===== src/rtl/alu_seq.sv =====
// Registered ALU with a barrel shifter on B, an iterative shift-add multiplier,
// valid/ready handshakes on both sides and a persistent NZCV flag register.
module alu_seq #(
  parameter int WIDTH = 32,
  parameter int SHW   = $clog2(WIDTH)
) (
  input  logic             clk,
  input  logic             reset,
  input  logic             in_valid,
  output logic             in_ready,
  input  logic [WIDTH-1:0] a,
  input  logic [WIDTH-1:0] b,
  input  logic [2:0]       ALUControl,
  input  logic [1:0]       bshift,
  input  logic [SHW-1:0]   shamt,
  input  logic             select,
  input  logic             set_flags,
  output logic             out_valid,
  input  logic             out_ready,
  output logic [WIDTH-1:0] Result,
  output logic [3:0]       ALUFlags,
  output logic [3:0]       flags_q
);
  localparam logic [1:0] S_IDLE = 2'd0;
  localparam logic [1:0] S_MULT = 2'd1;
  localparam logic [1:0] S_DONE = 2'd2;

  localparam logic [2:0] OP_ADD = 3'b000;
  localparam logic [2:0] OP_SUB = 3'b001;
  localparam logic [2:0] OP_AND = 3'b010;
  localparam logic [2:0] OP_ORR = 3'b011;
  localparam logic [2:0] OP_EOR = 3'b100;
  localparam logic [2:0] OP_MOV = 3'b101;
  localparam logic [2:0] OP_MUL = 3'b110;
  localparam logic [2:0] OP_CMP = 3'b111;

  localparam logic [SHW-1:0] LAST_STEP = SHW'(WIDTH - 1);

  logic [1:0]       r_state;
  logic             r_out_valid;
  logic [WIDTH-1:0] r_result;
  logic [3:0]       r_flags;
  logic [3:0]       r_flags_q;
  logic             r_set_flags;
  logic [WIDTH-1:0] r_mcand;
  logic [WIDTH-1:0] r_mplier;
  logic [WIDTH-1:0] r_acc;
  logic [SHW-1:0]   r_cnt;

  // Each shift is widened by one bit so the bit shifted out lands in the carry slot.
  logic [WIDTH:0]   w_lsl;
  logic [WIDTH:0]   w_lsr;
  logic [WIDTH:0]   w_asr;
  logic [WIDTH-1:0] w_ror;
  logic [WIDTH-1:0] w_bsh;
  logic             w_sh_c;

  assign w_lsl = {1'b0, b} << shamt;
  assign w_lsr = {b, 1'b0} >> shamt;
  assign w_asr = $signed({b, 1'b0}) >>> shamt;
  assign w_ror = WIDTH'({b, b, b} >> shamt);

  always_comb begin
    w_bsh  = b;
    w_sh_c = 1'b0;
    if (select && (shamt != '0)) begin
      case (bshift)
        2'b00:   {w_sh_c, w_bsh} = w_lsl;
        2'b01:   {w_bsh, w_sh_c} = w_lsr;
        2'b10:   {w_bsh, w_sh_c} = w_asr;
        default: begin
          w_bsh  = w_ror;
          w_sh_c = w_ror[WIDTH-1];
        end
      endcase
    end
  end

  logic             w_sub;
  logic [WIDTH-1:0] w_bop;
  logic [WIDTH:0]   w_sum;
  logic             w_ovf;
  logic [WIDTH-1:0] w_res;
  logic             w_c;
  logic             w_v;
  logic [3:0]       w_flags;

  assign w_sub = (ALUControl == OP_SUB) || (ALUControl == OP_CMP);
  assign w_bop = w_sub ? ~w_bsh : w_bsh;
  assign w_sum = {1'b0, a} + {1'b0, w_bop} + {{WIDTH{1'b0}}, w_sub};
  assign w_ovf = (a[WIDTH-1] == w_bop[WIDTH-1]) && (w_sum[WIDTH-1] != a[WIDTH-1]);

  always_comb begin
    w_res = '0;
    w_c   = w_sh_c;
    w_v   = 1'b0;
    case (ALUControl)
      OP_ADD, OP_SUB, OP_CMP: begin
        w_res = w_sum[WIDTH-1:0];
        w_c   = w_sum[WIDTH];
        w_v   = w_ovf;
      end
      OP_AND:  w_res = a & w_bsh;
      OP_ORR:  w_res = a | w_bsh;
      OP_EOR:  w_res = a ^ w_bsh;
      OP_MOV:  w_res = w_bsh;
      default: w_c = 1'b0;
    endcase
  end

  assign w_flags = {w_res[WIDTH-1], (w_res == '0), w_c, w_v};

  logic [WIDTH-1:0] w_acc_next;
  logic             w_drain;
  logic             w_accept;

  assign w_acc_next = r_mplier[0] ? (r_acc + r_mcand) : r_acc;
  assign w_drain    = r_out_valid && out_ready;
  // Held low while reset is asserted so nothing is accepted into a clearing pipeline.
  assign in_ready   = reset && (r_state == S_IDLE) && (!r_out_valid || out_ready);
  assign w_accept   = in_valid && in_ready;

  always_ff @(posedge clk or negedge reset) begin
    if (!reset) begin
      r_state     <= S_IDLE;
      r_out_valid <= 1'b0;
      r_result    <= '0;
      r_flags     <= '0;
      r_flags_q   <= '0;
      r_set_flags <= 1'b0;
      r_mcand     <= '0;
      r_mplier    <= '0;
      r_acc       <= '0;
      r_cnt       <= '0;
    end else begin
      if (w_drain && r_set_flags) r_flags_q <= r_flags;
      case (r_state)
        S_IDLE: begin
          if (w_accept) begin
            r_set_flags <= set_flags;
            if (ALUControl == OP_MUL) begin
              r_mcand     <= a;
              r_mplier    <= w_bsh;
              r_acc       <= '0;
              r_cnt       <= '0;
              r_out_valid <= 1'b0;
              r_state     <= S_MULT;
            end else begin
              r_result    <= w_res;
              r_flags     <= w_flags;
              r_out_valid <= 1'b1;
            end
          end else if (w_drain) begin
            r_out_valid <= 1'b0;
          end
        end
        S_MULT: begin
          r_acc    <= w_acc_next;
          r_mcand  <= r_mcand << 1;
          r_mplier <= r_mplier >> 1;
          r_cnt    <= r_cnt + SHW'(1);
          if (r_cnt == LAST_STEP) begin
            r_result    <= w_acc_next;
            r_flags     <= {w_acc_next[WIDTH-1], (w_acc_next == '0), 2'b00};
            r_out_valid <= 1'b1;
            r_state     <= S_DONE;
          end
        end
        S_DONE: begin
          if (out_ready) begin
            r_out_valid <= 1'b0;
            r_state     <= S_IDLE;
          end
        end
        default: r_state <= S_IDLE;
      endcase
    end
  end

  assign out_valid = r_out_valid;
  assign Result    = r_result;
  assign ALUFlags  = r_flags;
  assign flags_q   = r_flags_q;

endmodule


===== config.mk =====
export PLATFORM = sky130hd
export DESIGN_NAME = alu_seq
export DESIGN_NICKNAME = d
export VERILOG_FILES = /design/src/rtl/alu_seq.sv
export SDC_FILE = /design/constraint.sdc
export NUM_CORES = 1
export LEC_CHECK = 0
export BUFFER_PORTS_ARGS = -buffer_cell sky130_fd_sc_hd__buf_2
export CAP_MARGIN = 20
export CORE_AREA = 2 2 182 273
export DETAILED_ROUTE_END_ITERATION = 10
export DIE_AREA = 0 0 184 275
export SYNTH_ARGS = -nofsm -noshare
export SYNTH_HDL_FRONTEND = slang
export SYNTH_SLANG_ARGS = --single-unit

===== constraint.sdc =====
create_clock -name clk -period 7.85 [get_ports clk]
set_input_delay 0.3925 -clock clk [delete_from_list [all_inputs] [get_ports clk]]
set_output_delay 0.3925 -clock clk [all_outputs]
set_load 0.02 [all_outputs]

==> impl_summary.log <==
[metrics] Die Height: around 280 um
[metrics] Worst VDD drop: 150.0 uV
[metrics] run status: complete, no violations
[metrics] actual slew at the worst max-slew pin: 1.174 ns
[metrics] Worst Path Arrival: 7.45 ns
[metrics] cell area after synthesis: 20030 sq um
[metrics] most used standard cells in the synthesized netlist: sky130_fd_sc_hd__nand2_1 (273), sky130_fd_sc_hd__o21ai_0 (205), sky130_fd_sc_hd__a21oi_1 (152), sky130_fd_sc_hd__clkbuf_1 (151), sky130_fd_sc_hd__nor2_1 (150)
[metrics] average vias per placed instance: just under 7
[metrics] final worst path period need: 7.063 ns
[metrics] via count of the first global-routing pass: 21169
[metrics] largest net degree at the start of global routing: 119
[metrics] die extent in x: 184 um
[metrics] net count of the mapped netlist: 2662
[metrics] Avg Synthesized Cell Area: 8.206 sq um
[metrics] clock latency of the later-clocked register in the worst-skew pair: 0.46 ns
[metrics] part of the Yosys area used for sequential elements: 17.99%
[metrics] ys flop type: sky130_fd_sc_hd__dfrtp_1
[metrics] total overflow reported by the global router: 0
[metrics] row cnt: slightly below 100
[metrics] residual antenna-violating net count after detailed routing: 0
[metrics] total negative slack: 0 ns
[metrics] GR met3 Demand/Resource: 6.698%
[metrics] RSZ-0062 raised after global routing: false
[metrics] met1 usage: 38.24%
[metrics] clock tree sinks: 144
[metrics] cell count after placement: 3052
[metrics] critical path class: primary input to register
[metrics] Area Overhead vs Synth: 8.308%
[metrics] total of buffers placed on input and output ports: 121
[metrics] final slew viol count: 0
[metrics] top post-synthesis cells by area: sky130_fd_sc_hd__dfrtp_1 (18%), sky130_fd_sc_hd__ha_1 (8.7%), sky130_fd_sc_hd__mux4_2 (8.0%)
[metrics] worst clock skew: roughly 0.011 ns
[metrics] Final Instance Count excl. Fillers: 3086
[metrics] top-level I/O count: 122
[metrics] required time worst endpoint: approximately 8 ns
[metrics] cell at the root of the clock tree: sky130_fd_sc_hd__clkbuf_16
[metrics] placer congestion estimate: 1.098
[metrics] setup violators final: 0
[metrics] Layout Nets: 2687
[metrics] synthesized instance count: 2441
[metrics] Leak: 9.565 nW
[metrics] Floorplan Core Area: 48310 sq um
[metrics] violation count after the first detailed-route iteration: 1758
[metrics] Worst setup EP type: register
[metrics] Max transition margin: 21.13%
[metrics] CTS tree: yes
[metrics] clock slew seen by the registers of the worst setup and hold paths: ~0.060 ns
[metrics] Total Routed Length: just under 100000 um
[metrics] count of distinct cell types in the synthesized netlist: between 100 and 150
[metrics] #FFs+latches synth: between 100 and 150
[metrics] final HPWL from detailed placement: 74620 um
[metrics] GR peak layer: met2
[metrics] share of flip-flops with an asynchronous set or reset: 100.0%
[metrics] wire length of the first global-routing pass: 140700 um
[metrics] crit path launch type: primary input
[metrics] classification of the worst-slack hold path: primary input to register
[metrics] CTS-repair resized insts: 0
[metrics] post-synthesis cell type with the largest combined area: sky130_fd_sc_hd__dfrtp_1
[metrics] Pre-Repair DR Iteration Count: 6
[metrics] Pwr Density: 252.3 nW/um^2
[metrics] via count of the routed design: 21112
[metrics] proportion of layout cells with a drive suffix above 1: 17.99%
[metrics] routed wire length per instance: 31.37 um
[metrics] total track usage: between 30% and 40%
[metrics] Post-synth EDFFs: 0
[metrics] drc violations: 0
[metrics] count of endpoints failing hold in the final timing report: 0
[metrics] max-cap violation count: 0
[metrics] Yosys warnings: 0
[metrics] multi-input combinational cell area: 14940 sq um
[metrics] Die Outline Area: 50600 sq um
[metrics] Fill cells: 4822
[metrics] final worst-path cycle share: approximately nine tenths
[metrics] initial core utilization: 41.46%
[metrics] number of buffers created by CTS: 17
[metrics] Fmax: roughly 140 MHz
[metrics] most common cell in the synthesized netlist: sky130_fd_sc_hd__nand2_1
[metrics] met2 Track Usage GR: 66.49%
[metrics] register area: 3605 sq um
[metrics] proportion of netlist area held by the largest area contributor: 17.99%
[metrics] antenna violations before repair: 1
[metrics] number of buffers on the longest clock path: 2
[metrics] total number of H-tree levels: 4
[metrics] crit-path max FO: 72
[placed cells by master (no fill, tap or decap), types with 21 or more instances in the layout]
| cell | n |
|---|---|
| sky130_fd_sc_hd__mux2_2 | 63 |
| sky130_fd_sc_hd__a211oi_1 | 41 |
| sky130_fd_sc_hd__o221ai_1 | 23 |
| sky130_fd_sc_hd__nand4_1 | 27 |
| sky130_fd_sc_hd__xnor2_1 | 48 |
| sky130_fd_sc_hd__and2_1 | 21 |
| sky130_fd_sc_hd__dfrtp_1 | 143 |
| sky130_fd_sc_hd__inv_1 | 91 |
| sky130_fd_sc_hd__nor3_1 | 41 |
| sky130_fd_sc_hd__buf_2 | 118 |
| sky130_fd_sc_hd__a22oi_1 | 39 |
| sky130_fd_sc_hd__mux2i_1 | 142 |
| sky130_fd_sc_hd__a21oi_1 | 152 |
| sky130_fd_sc_hd__buf_4 | 101 |
| sky130_fd_sc_hd__o21ai_0 | 204 |
| sky130_fd_sc_hd__o22ai_1 | 43 |
| sky130_fd_sc_hd__mux4_2 | 71 |
| sky130_fd_sc_hd__nand2b_1 | 27 |
| sky130_fd_sc_hd__nor2_1 | 150 |
| sky130_fd_sc_hd__nand3_1 | 48 |
| sky130_fd_sc_hd__ha_1 | 138 |
| sky130_fd_sc_hd__a21o_1 | 48 |
| sky130_fd_sc_hd__nand2_1 | 273 |
[layout make-up]
cell class / instances / share of cell area [%]
diodes: 1 / 0.01153
clock buffers: 20 / 2.105
clock inverters: 12 / 0.6921
inverters: 98 / 1.696
multi-input cells: 1982 / 68.88
flip-flops and latches: 144 / 16.62
well taps: 606 / 3.495
repair buffers: 223 / 6.500
[routing by layer]
metal  wire length [um]  vias up
li1                   -     9247
met1              32480    10213
met2              47140     1253
met3               6729      399
met4              10450        0
met5                  0        -
[registers in the layout (all words and copies together) (netlist names), 2 cells and up]
| register | count |
|---|---|
| r_mplier | 32 |
| flags_q | 4 |
| r_state | 2 |
| r_cnt | 5 |
| r_acc | 32 |
| r_mcand | 32 |
| ALUFlags | 3 |
| Result | 32 |
[worst paths after layout]
path,depth (start not counted),slack (ns),start,end
max,24,0.79,shamt[2],ALUFlags[2]
min,2,0.18,set_flags,r_set_flags
max reg2reg,14,2.99,r_mcand[0],ALUFlags[2]
min reg2reg,2,0.48,r_mplier[31],r_mplier[31]
max in group asynchronous,3,6.38,reset,r_mcand[7]
min in group asynchronous,2,0.40,reset,r_acc[4]
[cells by family (layout without fill, tap and decap cells)]
logic type / after synthesis / in the layout / share of synthesized area, %
mux: 283 / 283 / 19.46
xor+xnor: 67 / 67 / 2.930
fa+ha+maj: 141 / 141 / 8.883
simple gates: 698 / 698 / 16.62
compound gates: 793 / 793 / 26.44
flops: 144 / 144 / 17.99
buf+inv: 315 / 353 / 7.677
other cells: 0 / 1 / 0
[metrics by stage]
step	worst slack [ns]	hold slack [ns]	power [W]	util [%]	cell area (sq um)
after floorplan	1.996	0.09691	0.003484	-	20030
after global placement	0.4002	0.3162	0.004469	43.61	21070
after detailed placement	0.4464	0.3174	0.004529	43.63	21080
after CTS	0.8948	0.1660	0.005421	44.90	21690
after global routing	0.6066	0.1780	0.005829	44.90	21690
final	0.7865	0.1779	0.005474	44.91	21690
[critical path, stage by stage]
cell	delay, ns
sky130_fd_sc_hd__buf_4	0.66
sky130_fd_sc_hd__buf_4	0.46
sky130_fd_sc_hd__mux2i_1	0.17
sky130_fd_sc_hd__a22o_1	0.26
sky130_fd_sc_hd__a221oi_1	0.80
sky130_fd_sc_hd__a21oi_1	0.19
sky130_fd_sc_hd__o211ai_1	0.15
sky130_fd_sc_hd__o22ai_1	0.15
sky130_fd_sc_hd__o21ai_0	0.49
sky130_fd_sc_hd__xnor2_1	0.18
sky130_fd_sc_hd__ha_1	0.31
sky130_fd_sc_hd__nand2_1	0.12
sky130_fd_sc_hd__nor2_1	0.05
sky130_fd_sc_hd__a211oi_1	0.45
sky130_fd_sc_hd__a21oi_1	0.21
sky130_fd_sc_hd__a21boi_0	0.23
sky130_fd_sc_hd__buf_4	0.17
sky130_fd_sc_hd__xor2_1	0.16
sky130_fd_sc_hd__o221ai_1	0.26
sky130_fd_sc_hd__nand4b_1	0.32
sky130_fd_sc_hd__nor4_1	0.71
sky130_fd_sc_hd__and4_1	0.30
sky130_fd_sc_hd__nand4_1	0.09
sky130_fd_sc_hd__nand3_1	0.10
[report_power, final]
group / internal (W) / leakage, nW / switching, W / total (W)
Clock: 0.000494 / 0.292 / 0.000378 / 0.000872
Combinational: 0.00122 / 7.43 / 0.00208 / 0.00331
Sequential: 0.00105 / 1.84 / 0.000248 / 0.00130
[what timing repair did]
action                    4_1_cts  5_1_grt
buffers inserted                0        0
hold endpoints to repair       26        0
hold buffers                    1        0
(Power assumes the default switching activity.)
